==> src/rtl/mips_run_pkg.sv <==
// Shared mode and state encodings for the MIPS run/step controller.
package mips_run_pkg;

   typedef enum logic [1:0] {
      MODE_FREE  = 2'b00,
      MODE_DIV   = 2'b01,
      MODE_STEP  = 2'b10,
      MODE_BURST = 2'b11
   } mode_e;

   typedef enum logic [2:0] {
      S_RESET,
      S_IDLE,
      S_RUN,
      S_BURST,
      S_HALT
   } state_e;

endpackage

==> src/rtl/mips_debounce.sv <==
// KEY debouncer: 2-FF synchroniser, stability counter, clean level and one-clock press pulse.
module mips_debounce #(
   parameter int DB_CYCLES = 500000
) (
   input  logic clk,
   input  logic rst_n,
   input  logic i_btn_n,
   output logic o_level,
   output logic o_fall_pulse
);

   localparam int CW = (DB_CYCLES < 2) ? 1 : $clog2(DB_CYCLES + 1);

   logic [1:0]    r_sync;
   logic [CW-1:0] r_cnt;
   logic          r_level;
   logic          r_fall;

   // Counter only runs while the synchronised input disagrees with the accepted
   // level, so any bounce back to the old level restarts it.
   always_ff @(posedge clk or negedge rst_n) begin
      if (!rst_n) begin
         r_sync  <= 2'b11;
         r_cnt   <= '0;
         r_level <= 1'b1;
         r_fall  <= 1'b0;
      end else begin
         r_sync <= {r_sync[0], i_btn_n};
         r_fall <= 1'b0;
         if (r_sync[1] == r_level) begin
            r_cnt <= '0;
         end else if (r_cnt == CW'(DB_CYCLES - 1)) begin
            r_cnt   <= '0;
            r_level <= r_sync[1];
            r_fall  <= ~r_sync[1];
         end else begin
            r_cnt <= r_cnt + CW'(1);
         end
      end
   end

   assign o_level      = r_level;
   assign o_fall_pulse = r_fall;

endmodule

==> src/rtl/mips_run_ctrl.sv <==
// Reset stretcher and cpu_en sequencer (free / divided / single-step / burst) with optional cycle budget.
module mips_run_ctrl
   import mips_run_pkg::*;
#(
   parameter int RST_CYCLES = 4,
   parameter int CNT_W      = 32,
   parameter int DIV_W      = 16,
   parameter int DB_CYCLES  = 500000,
   parameter int MAX_CYCLES = 0
) (
   input  logic             CLOCK_50,
   input  logic             RESET_N,
   input  logic [1:0]       mode_i,
   input  logic [DIV_W-1:0] div_i,
   input  logic             step_btn_n,
   input  logic             start_i,
   input  logic [CNT_W-1:0] burst_len_i,
   output logic             core_rst_o,
   output logic             cpu_en_o,
   output logic [CNT_W-1:0] cycle_cnt_o,
   output logic             running_o,
   output logic             halted_o
);

   localparam int             RW     = $clog2(RST_CYCLES + 1);
   localparam bit             BUDGET = (MAX_CYCLES != 0);
   localparam logic [CNT_W-1:0] MAX_M1 = CNT_W'(MAX_CYCLES - 1);

   state_e           r_state, w_state_nx;
   logic [RW-1:0]    r_rst_cnt, w_rst_cnt_nx;
   logic [DIV_W-1:0] r_presc, w_presc_nx;
   logic [CNT_W-1:0] r_burst, w_burst_nx;
   logic [CNT_W-1:0] r_cyc;
   logic             r_cpu_en, r_start_q;
   logic             w_pulse, w_start_edge, w_db_level, w_db_fall;

   mips_debounce #(.DB_CYCLES(DB_CYCLES)) u_db (
      .clk          (CLOCK_50),
      .rst_n        (RESET_N),
      .i_btn_n      (step_btn_n),
      .o_level      (w_db_level),
      .o_fall_pulse (w_db_fall)
   );

   assign w_start_edge = start_i & ~r_start_q;

   always_comb begin
      w_state_nx   = r_state;
      w_rst_cnt_nx = r_rst_cnt;
      w_presc_nx   = r_presc;
      w_burst_nx   = r_burst;
      w_pulse      = 1'b0;
      case (r_state)
         S_RESET: begin
            w_presc_nx = '0;
            w_burst_nx = '0;
            if (r_rst_cnt == RW'(RST_CYCLES)) begin
               w_state_nx   = mode_i[1] ? S_IDLE : S_RUN;
               w_rst_cnt_nx = '0;
            end else begin
               w_rst_cnt_nx = r_rst_cnt + RW'(1);
            end
         end
         S_RUN: begin
            if (mode_i[1]) begin
               w_state_nx = S_IDLE;
               w_presc_nx = '0;
            end else if (mode_i == MODE_FREE || r_presc >= div_i) begin
               w_pulse    = 1'b1;
               w_presc_nx = '0;
            end else begin
               w_presc_nx = r_presc + DIV_W'(1);
            end
         end
         S_IDLE: begin
            if (!mode_i[1]) begin
               w_state_nx = S_RUN;
            end else if (mode_i == MODE_STEP) begin
               w_pulse = w_db_fall & ~w_db_level;
            end else if (w_start_edge && burst_len_i != '0) begin
               w_burst_nx = burst_len_i;
               w_state_nx = S_BURST;
            end
         end
         S_BURST: begin
            w_pulse    = 1'b1;
            w_burst_nx = r_burst - CNT_W'(1);
            if (r_burst == CNT_W'(1)) w_state_nx = S_IDLE;
         end
         S_HALT: begin
            // The restart edge itself is the first of the RST_CYCLES reset clocks.
            if (w_start_edge) begin
               w_state_nx   = S_RESET;
               w_rst_cnt_nx = RW'(1);
            end
         end
         default: w_state_nx = S_RESET;
      endcase
      if (BUDGET && w_pulse && r_cyc == MAX_M1) w_state_nx = S_HALT;
   end

   always_ff @(posedge CLOCK_50 or negedge RESET_N) begin
      if (!RESET_N) begin
         r_state   <= S_RESET;
         r_rst_cnt <= '0;
         r_presc   <= '0;
         r_burst   <= '0;
         r_cyc     <= '0;
         r_cpu_en  <= 1'b0;
         r_start_q <= 1'b0;
      end else begin
         r_state   <= w_state_nx;
         r_rst_cnt <= w_rst_cnt_nx;
         r_presc   <= w_presc_nx;
         r_burst   <= w_burst_nx;
         r_cpu_en  <= w_pulse;
         r_start_q <= start_i;
         if (w_state_nx == S_RESET) r_cyc <= '0;
         else if (w_pulse && !(&r_cyc)) r_cyc <= r_cyc + CNT_W'(1);
      end
   end

   assign core_rst_o  = (r_state == S_RESET);
   assign cpu_en_o    = r_cpu_en;
   assign cycle_cnt_o = r_cyc;
   assign running_o   = (r_state == S_RUN) || (r_state == S_BURST);
   assign halted_o    = (r_state == S_HALT);

endmodule

==> config.mk <==
export PLATFORM = sky130hd
export DESIGN_NAME = mips_run_ctrl
export DESIGN_NICKNAME = d
export VERILOG_FILES = /design/src/rtl/mips_run_pkg.sv /design/src/rtl/mips_debounce.sv /design/src/rtl/mips_run_ctrl.sv
export SDC_FILE = /design/constraint.sdc
export NUM_CORES = 1
export LEC_CHECK = 0
export ABC_CLOCK_PERIOD_IN_PS = 4650
export CORE_MARGIN = 2
export CORE_UTILIZATION = 34
export DETAILED_ROUTE_END_ITERATION = 10
export HOLD_SLACK_MARGIN = 0.1
export PLACE_DENSITY = 0.55
export SETUP_SLACK_MARGIN = 0.02
export SLEW_MARGIN = 10
export SYNTH_ARGS = -nofsm -noshare
export SYNTH_HDL_FRONTEND = slang
export SYNTH_HIERARCHICAL = 1
export SYNTH_SLANG_ARGS = --single-unit
==> constraint.sdc <==
create_clock -name CLOCK_50 -period 4.65 [get_ports CLOCK_50]
set_clock_uncertainty 0.1 [all_clocks]
set_input_delay 0.6975 -clock CLOCK_50 [delete_from_list [all_inputs] [get_ports CLOCK_50]]
set_output_delay 0.6975 -clock CLOCK_50 [all_outputs]
set_load 0.02 [all_outputs]
# [Yosys cells after proc, flatten, opt, wreduce, memory -nomap -nowiden]
# Cells that the tools add are included.
[classes] n_addsub=5 mul=0 div_mod_pow=0 magnitude_cmp=1 n_eq_ne=13 shift=0 n_mux=30 bitwise_logic=6 n_reduce_logical=17
[op_table] operator="2-to-1 mux 32 bit" count=5
[op_table] operator="case mux 32 bit (3 select lines)" count=1
[op_table] operator="2-to-1 mux 19 bit" count=2
[op_table] operator="adder 32 x 1 -> 32 bit (second input constant)" count=1
[op_table] operator="== test 32 x 1 -> 1 bit (second input constant)" count=1
[op_table] operator="2-to-1 mux 16 bit" count=2
[op_table] operator="case mux 16 bit (2 select lines)" count=1
[op_table] operator="AND reduction 32 bit" count=1
[op_table] operator="nonzero test 32 bit" count=1
[op_table] operator="subtractor 32 x 1 -> 32 bit (second input constant)" count=1
[op_table] operator="2-to-1 mux 3 bit" count=9
[op_table] operator="adder 19 x 1 -> 19 bit (second input constant)" count=1
[op_table] operator="== test 19 bit (second input constant)" count=1
[op_table] operator="adder 16 x 1 -> 16 bit (second input constant)" count=1
[op_table] operator="greater-or-equal comparator 16 bit" count=1
[op_table] operator="case mux 3 bit (5 select lines)" count=1
[op_table] operator="== test 3 x 2 -> 1 bit (second input constant)" count=2
[op_table] operator="== test 3 bit (second input constant)" count=2
[op_table] operator="zero test 3 bit" count=2
[op_table] operator="2-to-1 mux 1 bit" count=6
[op_table] operator="inequality test 2 bit (second input constant)" count=3
[op_table] operator="case mux 3 bit (2 select lines)" count=1
[op_table] operator="nonzero test 2 bit" count=3
[op_table] operator="inverter 1 bit" count=4
[op_table] operator="other kinds (15)" count=19
[totals] ff_bits=111 latch_bits=0 ram_bits=0 mem_bits_ro=0 input_bits=54 out_inout_bits=36 wordCells=83 memories=0

# [Depth between registers and ports, before layout]
# Gate-level depths: netlist (run 1).
[depth] ltp_word=9 ltp_mapped=11 depth_no_buf=9

# [Cells and area by module]
# Netlist (run 1), hierarchy kept.
[modules_own_cells] mod="mips_run_ctrl" instances=1 cells_each=656 area_per_inst_um2=5600.4 seq_area_each_um2=2202.1
[modules_own_cells] mod="mips_debounce" instances=1 cells_each=110 area_per_inst_um2=1122.3 seq_area_each_um2=579.3

# [Worst setup path after synthesis (run 1)]
# Ideal clock, no wire load.
[synth_timing] path_type="input -> register" start="input div_i[15]" end="register r_cyc[20], in the netlist cycle_cnt_o[20]" setup_time_ns=0.077 arrival_time_ns=2.767 t_required_ns=4.473 setup_slack_ns=1.706 stages=10 n_path_buf=1 cell_sequence="inv_1 -> ha_1 -> nand4_1 -> nor3_1 -> o2111ai_1 -> a31oi_2 -> o21ai_4 -> clkbuf_1 -> or4_1 -> a21oi_1"
[synth_via] elab_chain_len=7
[synth_rtl] element="from (decl)" line_no="mips_run_ctrl.sv:14" rtl="input logic [DIV_W-1:0] div_i,"
[synth_rtl] element="greater-or-equal comparator 16 bit" line_no="mips_run_ctrl.sv:68" rtl="end else if (mode_i == MODE_FREE || r_presc >= div_i) begin"
[synth_rtl] element="logical OR 1 bit" line_no="mips_run_ctrl.sv:68"
[synth_rtl] element="2-to-1 mux 1 bit" line_no="mips_run_ctrl.sv:68"
[synth_rtl] element="2-to-1 mux 1 bit" line_no="mips_run_ctrl.sv:65" rtl="if (mode_i[1]) begin"
[synth_rtl] element="case mux 1 bit (3 select lines)" line_no="mips_run_ctrl.sv:53" rtl="case (r_state)"
[synth_rtl] element="logical AND 1 bit" line_no="mips_run_ctrl.sv:119" rtl="else if (w_pulse && !(&r_cyc)) r_cyc <= r_cyc + CNT_W'(1);"
[synth_rtl] element="nonzero test 2 bit (no source line)"
[synth_rtl] element="to (signal assigned)" line_no="mips_run_ctrl.sv:119"
[synth_rtl] element="to (decl)" line_no="mips_run_ctrl.sv:33" rtl="logic [CNT_W-1:0] r_cyc;"
# No other way between the ends.
# A chain may end at the register's enable or synchronous reset.

# [Worst setup path in the final report (run 1)]
[layout_timing] start="input div_i[15]" end="register r_cyc[21], in the netlist cycle_cnt_o[21]"
# The elaborated chain is that of the path after synthesis.

==> reports/metrics.cfg, run 1 <==
[sta]
setup_viol=0
fmax_mhz=272.7
max_slew_margin_pct=41.31
slew_violations=0
fin_tns_setup_ns=0
layout_min_cycle_time_ns=3.667
rsz0062_at_grt=false
finalCritPeriodShare_pct=78.86
tightest_slew_ns=0.8803
final-hold-violation-count=0

[die]
dieHeight_um=144.6
dieArea_mm2=0.02091
start_util_pct=34.54
core-area_mm2=0.01946
ios=90
rows=51
dieWidth_um=144.6

[power]
power_density_mw_per_mm2=393.3
max-vdd-ir-drop_mv=0.2502
p_leak_nw=3.250

[synthesis]
syn_nets=843
postSynthAreaPerCell_um2=8.776
synth_area_leaders=dfrtp_1 (40%), o21ai_0 (4.6%), ha_1 (4.3%)
async_flop_share_pct=100.0
postSynthCellCount=766
synthesis.area_mm2=0.006723
synth_warnings=6
synth_flop_cell=dfrtp_1
synth_top_cell_area_share_pct=40.20
synth_edf_count=0
ys_ff_latch=111
yosysTopAreaCell=dfrtp_1
synth_cell_types=76
synth-seq-area-share_pct=41.37

[cts]
cts_htree_levels=3
clkTransAtPathRegs_ns=0.08
clock_sinks=111
cts_setup_buffers=0
cts-root-buf=clkbuf_16
cts_tree=built
hold_buffers=0
clk_latency_ns=0.36
cts_resized=0
cts_buffers=9
clockBufferDepth=2

[route]
wire_per_inst_um=16.02
antenna_left=0
dr.pass1.iters=5
first_iter_violations=437
dr_total_vias=5985
via_per_inst=5.377
drc=0
wl_um=17830

[place]
gp_congestion=0.8208
dp_hpwl_um=12740
placed_cells=1097
portBuffers=89

[setup_path]
crit_path_max_incr_delay_ns=0.60
path_delay_family=compound AO/OA/AOI/OAI gates
path_buf_inv=2
required_ns=4.84
worst-path-max-fanout=16
cp_cell_sequence=clkdlybuf4s50_1 -> inv_1 -> ha_1 -> nand4_1 -> nor3_1 -> o2111ai_1 -> a31oi_2 -> o2111ai_2 -> or4_1 -> a21oi_1
cp-start-kind=input port
crit_arrival_ns=3.86
critical_path.endpoint_type=flip-flop
cpMaxStageDelayCell=or4_1
critical_path_class=in2reg

[worst_hold_path]
holdCritPathClass=reg2reg

[final_layout]
final_cells=1113
drive_above_1_share_pct=6.840
area_growth_pct=21.25
fillers=1953
final_nets=920
antennaDiodeCount=0

[grt]
gr-total-overflow=0
grt_max_degree=65
grt_usage_pct=17.49
grt_pass1_wl_um=28920
antenna_found_initial=0
grt_pass1_vias=5532

[run]
max-cap-violations=0

[status]
status=finished clean

==> flip-flops by register name (all words and copies together), names as in the netlist, 2 cells and up <==
name,cells
cycle_cnt_o,32
r_burst,32
u_db/r_cnt,19
r_presc,16
r_rst_cnt,3
r_state,3
u_db/r_sync,2
==> cells in the final DEF, fill, tap and decap left out, types with 9 or more instances in the layout <==
| cell type | netlist | layout |
|---|---|---|
| dfrtp_1 | 108 | 108 |
| nand2_1 | 74 | 74 |
| and3_1 | 10 | 10 |
| o31ai_1 | 19 | 19 |
| or4_1 | 16 | 16 |
| clkdlybuf4s50_1 | 0 | 88 |
| a21oi_2 | 9 | 9 |
| o21ai_1 | 11 | 11 |
| ha_1 | 23 | 23 |
| a21oi_1 | 49 | 49 |
| xnor2_1 | 16 | 16 |
| nand3_1 | 29 | 29 |
| or3_1 | 14 | 14 |
| nor2_1 | 62 | 62 |
| clkbuf_16 | 0 | 9 |
| nor3_1 | 32 | 32 |
| nor4_1 | 17 | 17 |
| nand2b_1 | 9 | 9 |
| xor2_1 | 15 | 15 |
| nand4_1 | 18 | 18 |
| inv_1 | 36 | 36 |
| buf_4 | 3 | 10 |
| o21ai_0 | 62 | 62 |
==> power by group <==
| group | switching (mW) | leakage (nW) | internal (mW) |
|---|---|---|---|
| clock network | 0.383 | 0.140 | 0.425 |
| logic | 0.837 | 1.58 | 0.436 |
| registers | 0.0912 | 1.53 | 1.03 |
| total | 1.31 | 3.25 | 1.90 |
==> cell families (layout without fill, tap and decap cells) <==
family | after synthesis | count (layout) | synth area share (%)
flops | 111 | 111 | 41.37
mux | 8 | 8 | 1.228
simple gates | 316 | 316 | 24.55
xor+xnor | 31 | 31 | 4.039
buf+inv | 69 | 151 | 4.522
compound gates | 208 | 208 | 20.01
fa+ha+maj | 23 | 23 | 4.281
==> synth_stat cells, types with 4 or more instances <==
cell	number
dfrtp_1	108
nand2_1	74
nor2_1	62
o21ai_0	62
a21oi_1	49
inv_1	36
nor3_1	32
nand3_1	29
ha_1	23
clkbuf_1	22
o31ai_1	19
nand4_1	18
nor4_1	17
or4_1	16
xnor2_1	16
xor2_1	15
or3_1	14
o21ai_1	11
and3_1	10
a21oi_2	9
nand2b_1	9
a22oi_1	7
and2_1	7
and4_1	6
mux2i_1	6
o211ai_1	6
o41ai_1	5
nor3b_1	4
==> through the flow <==
step	power [mW]	setup WS, ns	utilization (%)	hold slack [ns]	instance area [µm²]
floorplan	2.044	1.706	-	0.2452	6723
global placement	2.417	0.6526	40.31	0.2477	7845
detailed placement	2.408	0.6038	40.31	0.2493	7845
CTS	3.227	0.9677	41.88	0.2614	8152
global route	3.431	0.7224	41.88	0.2636	8152
finish	3.206	0.9829	41.88	0.2603	8152
==> path summary, 6_finish.rpt <==
check	endpoint	start	slack (ns)	cells past startpoint
hold reg to reg	u_db/r_sync[1]	u_db/r_sync[0]	0.26	0
hold / removal	u_db/r_sync[1]	u_db/r_sync[0]	0.26	0
setup / recovery	cycle_cnt_o[21]	div_i[15]	0.98	10
max in group asynchronous	u_db/o_level	RESET_N	3.18	2
min in group asynchronous	cycle_cnt_o[18]	RESET_N	0.35	1
setup reg to reg	cycle_cnt_o[21]	r_state[0]	1.36	6
==> cell type report <==
cell class	instances	area (µm²)	area share (%)
Tap cell	265	331.6	4.068
Inverter	37	138.9	1.704
Clock buffer	9	225.2	2.763
Multi-Input combinational cell	586	3637	44.62
Clock inverter	7	81.33	0.9977
Sequential cell	111	2781	34.12
Timing Repair Buffer	98	955.9	11.73
==> worst reg2reg max path, cell delays in order, from the launching register on <==
cell and delay [ns]:
dfrtp_1 0.50, nor2_1 0.67, nand3_1 0.23, a31oi_2 0.53
o2111ai_2 0.44, or4_1 0.60, a21oi_1 0.15
==> routing by layer <==
| metal | track usage, % | up-vias | share of wire [%] |
|---|---|---|---|
| met4 | 3.883 | 0 | 1.0 |
| li1 | - | 2973 | - |
| met3 | 3.609 | 12 | 5.2 |
| met1 | 25.15 | 2850 | 49 |
| met2 | 27.14 | 150 | 45 |
| met5 | 0 | - | 0 |
Power figures use the tool's default switching activity.
==> inputs of run 2 (changes only) <==
Settings changed: ABC_CLOCK_PERIOD_IN_PS 4650 to 3100, PLACE_DENSITY 0.55 to 0.57.
Clock period 4.65 ns to 3.1 ns, I/O delays scaled along.
==> reports/metrics.cfg, run 2 (synthesis results as in run 1) <==
[final_layout]
final_nets=948
antennaDiodeCount=0
drive_above_1_share_pct=9.475
regArea_mm2=0.002781
final_common_cell=dfrtp_1
area_growth_pct=25.13
multi_input_area_mm2=0.003654
most-common-layout-cells=dfrtp_1 (108), clkdlybuf4s50_1 (88), nand2_1 (74), nor2_1 (62), o21ai_0 (62)
fillers=1966

[grt]
gr-total-overflow=0
antenna_found_initial=0
grt_pass1_vias=5642
grt_pass1_wl_um=29150
grt_usage_pct=17.61
grt_max_degree=56

[die]
core-area_mm2=0.01946
dieArea_mm2=0.02091
ios=90
start_util_pct=34.54
rows=51
dieWidth_um=144.6
dieHeight_um=144.6

[sta]
setup_viol=0
finalCritPeriodShare_pct=90.76
rsz0062_at_grt=false
slew_violations=0
tightest_slew_ns=0.7274
max_slew_margin_pct=51.51
fmax_mhz=355.4
hold_ws_ns=0.2585
fin_tns_setup_ns=0
layout_min_cycle_time_ns=2.814
worst_slack_ns=0.2864
final-hold-violation-count=0

[setup_path]
crit_path_max_incr_delay_ns=0.55
path_buf_inv=1
cp-start-kind=flip-flop
worst-path-max-fanout=32
worst-path-stages=8
cp_cell_sequence=or4_1 -> or3_1 -> nor2_1 -> nand4_1 -> a21o_1 -> nor3_4 -> buf_12 -> o21ba_1
critical_path.endpoint_type=flip-flop
required_ns=3.24
cpMaxStageDelayCell=or4_1
r2r_cells=8
critical_path_class=reg2reg
crit_arrival_ns=2.95
path_delay_family=simple AND/OR/NAND/NOR gates

[route]
dr_total_vias=6034
antenna_left=0
first_iter_violations=388
via_per_inst=5.288
wl_um=18080
drc=0
dr.pass1.iters=5
wire_per_inst_um=15.85

[worst_hold_path]
holdPathStages=0
holdCritPathClass=reg2reg

[cts]
cts-root-buf=clkbuf_16
clk_latency_ns=0.35
cts_buffers=9
clkTransAtPathRegs_ns=0.07
clockBufferDepth=2
clock_sinks=111
cts_tree=built
cts_htree_levels=3
cts_setup_buffers=0

[power]
p_leak_nw=3.400
power_density_mw_per_mm2=583.0
max-vdd-ir-drop_mv=0.2668

[place]
dp_slack_ns=-0.2349
dp_hpwl_um=13140
gp_congestion=0.8344
portBuffers=89

[status]
status=finished clean

[run]
max-cap-violations=0

## run 2: cell types whose count changed in the layout (fill, tap and decap cells not counted), sizes merged
cell         change
buf             +27
bufinv           -1
clkbuf           +6
clkinvlp         -3
dlygate4sd3      +1
inv              -2
## run 2: final cells by class
type	count	area share, %
Multi-Input combinational cell	586	43.43
Sequential cell	111	33.07
Timing Repair Buffer	126	14.55
Tap cell	265	3.942
Clock buffer	15	3.302
Inverter	37	1.651
Clock inverter	1	0.05950
## run 2: worst paths after layout
check | startpoint | endpoint | slack [ns]
worst max register to register | r_burst[16] | cycle_cnt_o[4] | 0.29
max in group asynchronous | RESET_N | r_burst[24] | 1.66
worst min-delay path | u_db/r_sync[0] | u_db/r_sync[1] | 0.26
worst max-delay path | r_burst[16] | cycle_cnt_o[4] | 0.29
min in group asynchronous | RESET_N | cycle_cnt_o[16] | 0.48
worst min register to register | u_db/r_sync[0] | u_db/r_sync[1] | 0.26
## run 2: per-stage QoR
| step | cell area [µm²] | util [%] | cells | total power, mW |
|---|---|---|---|---|
| floorplan | 6723 | - | 766 | 3.066 |
| global placement | 8090 | 41.57 | 1123 | 3.791 |
| detailed placement | 8090 | 41.57 | 1123 | 3.791 |
| CTS | 8383 | 43.07 | 1140 | 4.951 |
| global route | 8412 | 43.22 | 1141 | 5.240 |
| finish | 8412 | 43.22 | 1141 | 4.904 |
## run 2: repair_timing
action                                  in CTS  in global routing
hold buffers                                 1                  0
hold endpoints to repair                    24                  0
endpoints found under the setup margin       0                  5
resized for setup                            0                  4
## run 2: report_power, final
part	switching, mW	internal (mW)	leakage [nW]
clock	0.519	0.613	0.140
sequential	0.117	1.55	1.53
combinational	1.31	0.792	1.73
## run 2: metal layers
metal | part of all wire (%) | vias to the layer above | global-route usage [%]
li1 | - | 3040 | -
met1 | 49 | 2864 | 25.04
met2 | 45 | 119 | 27.41
met3 | 4.7 | 11 | 3.477
met4 | 0.96 | 0 | 4.650
met5 | 0 | - | 0
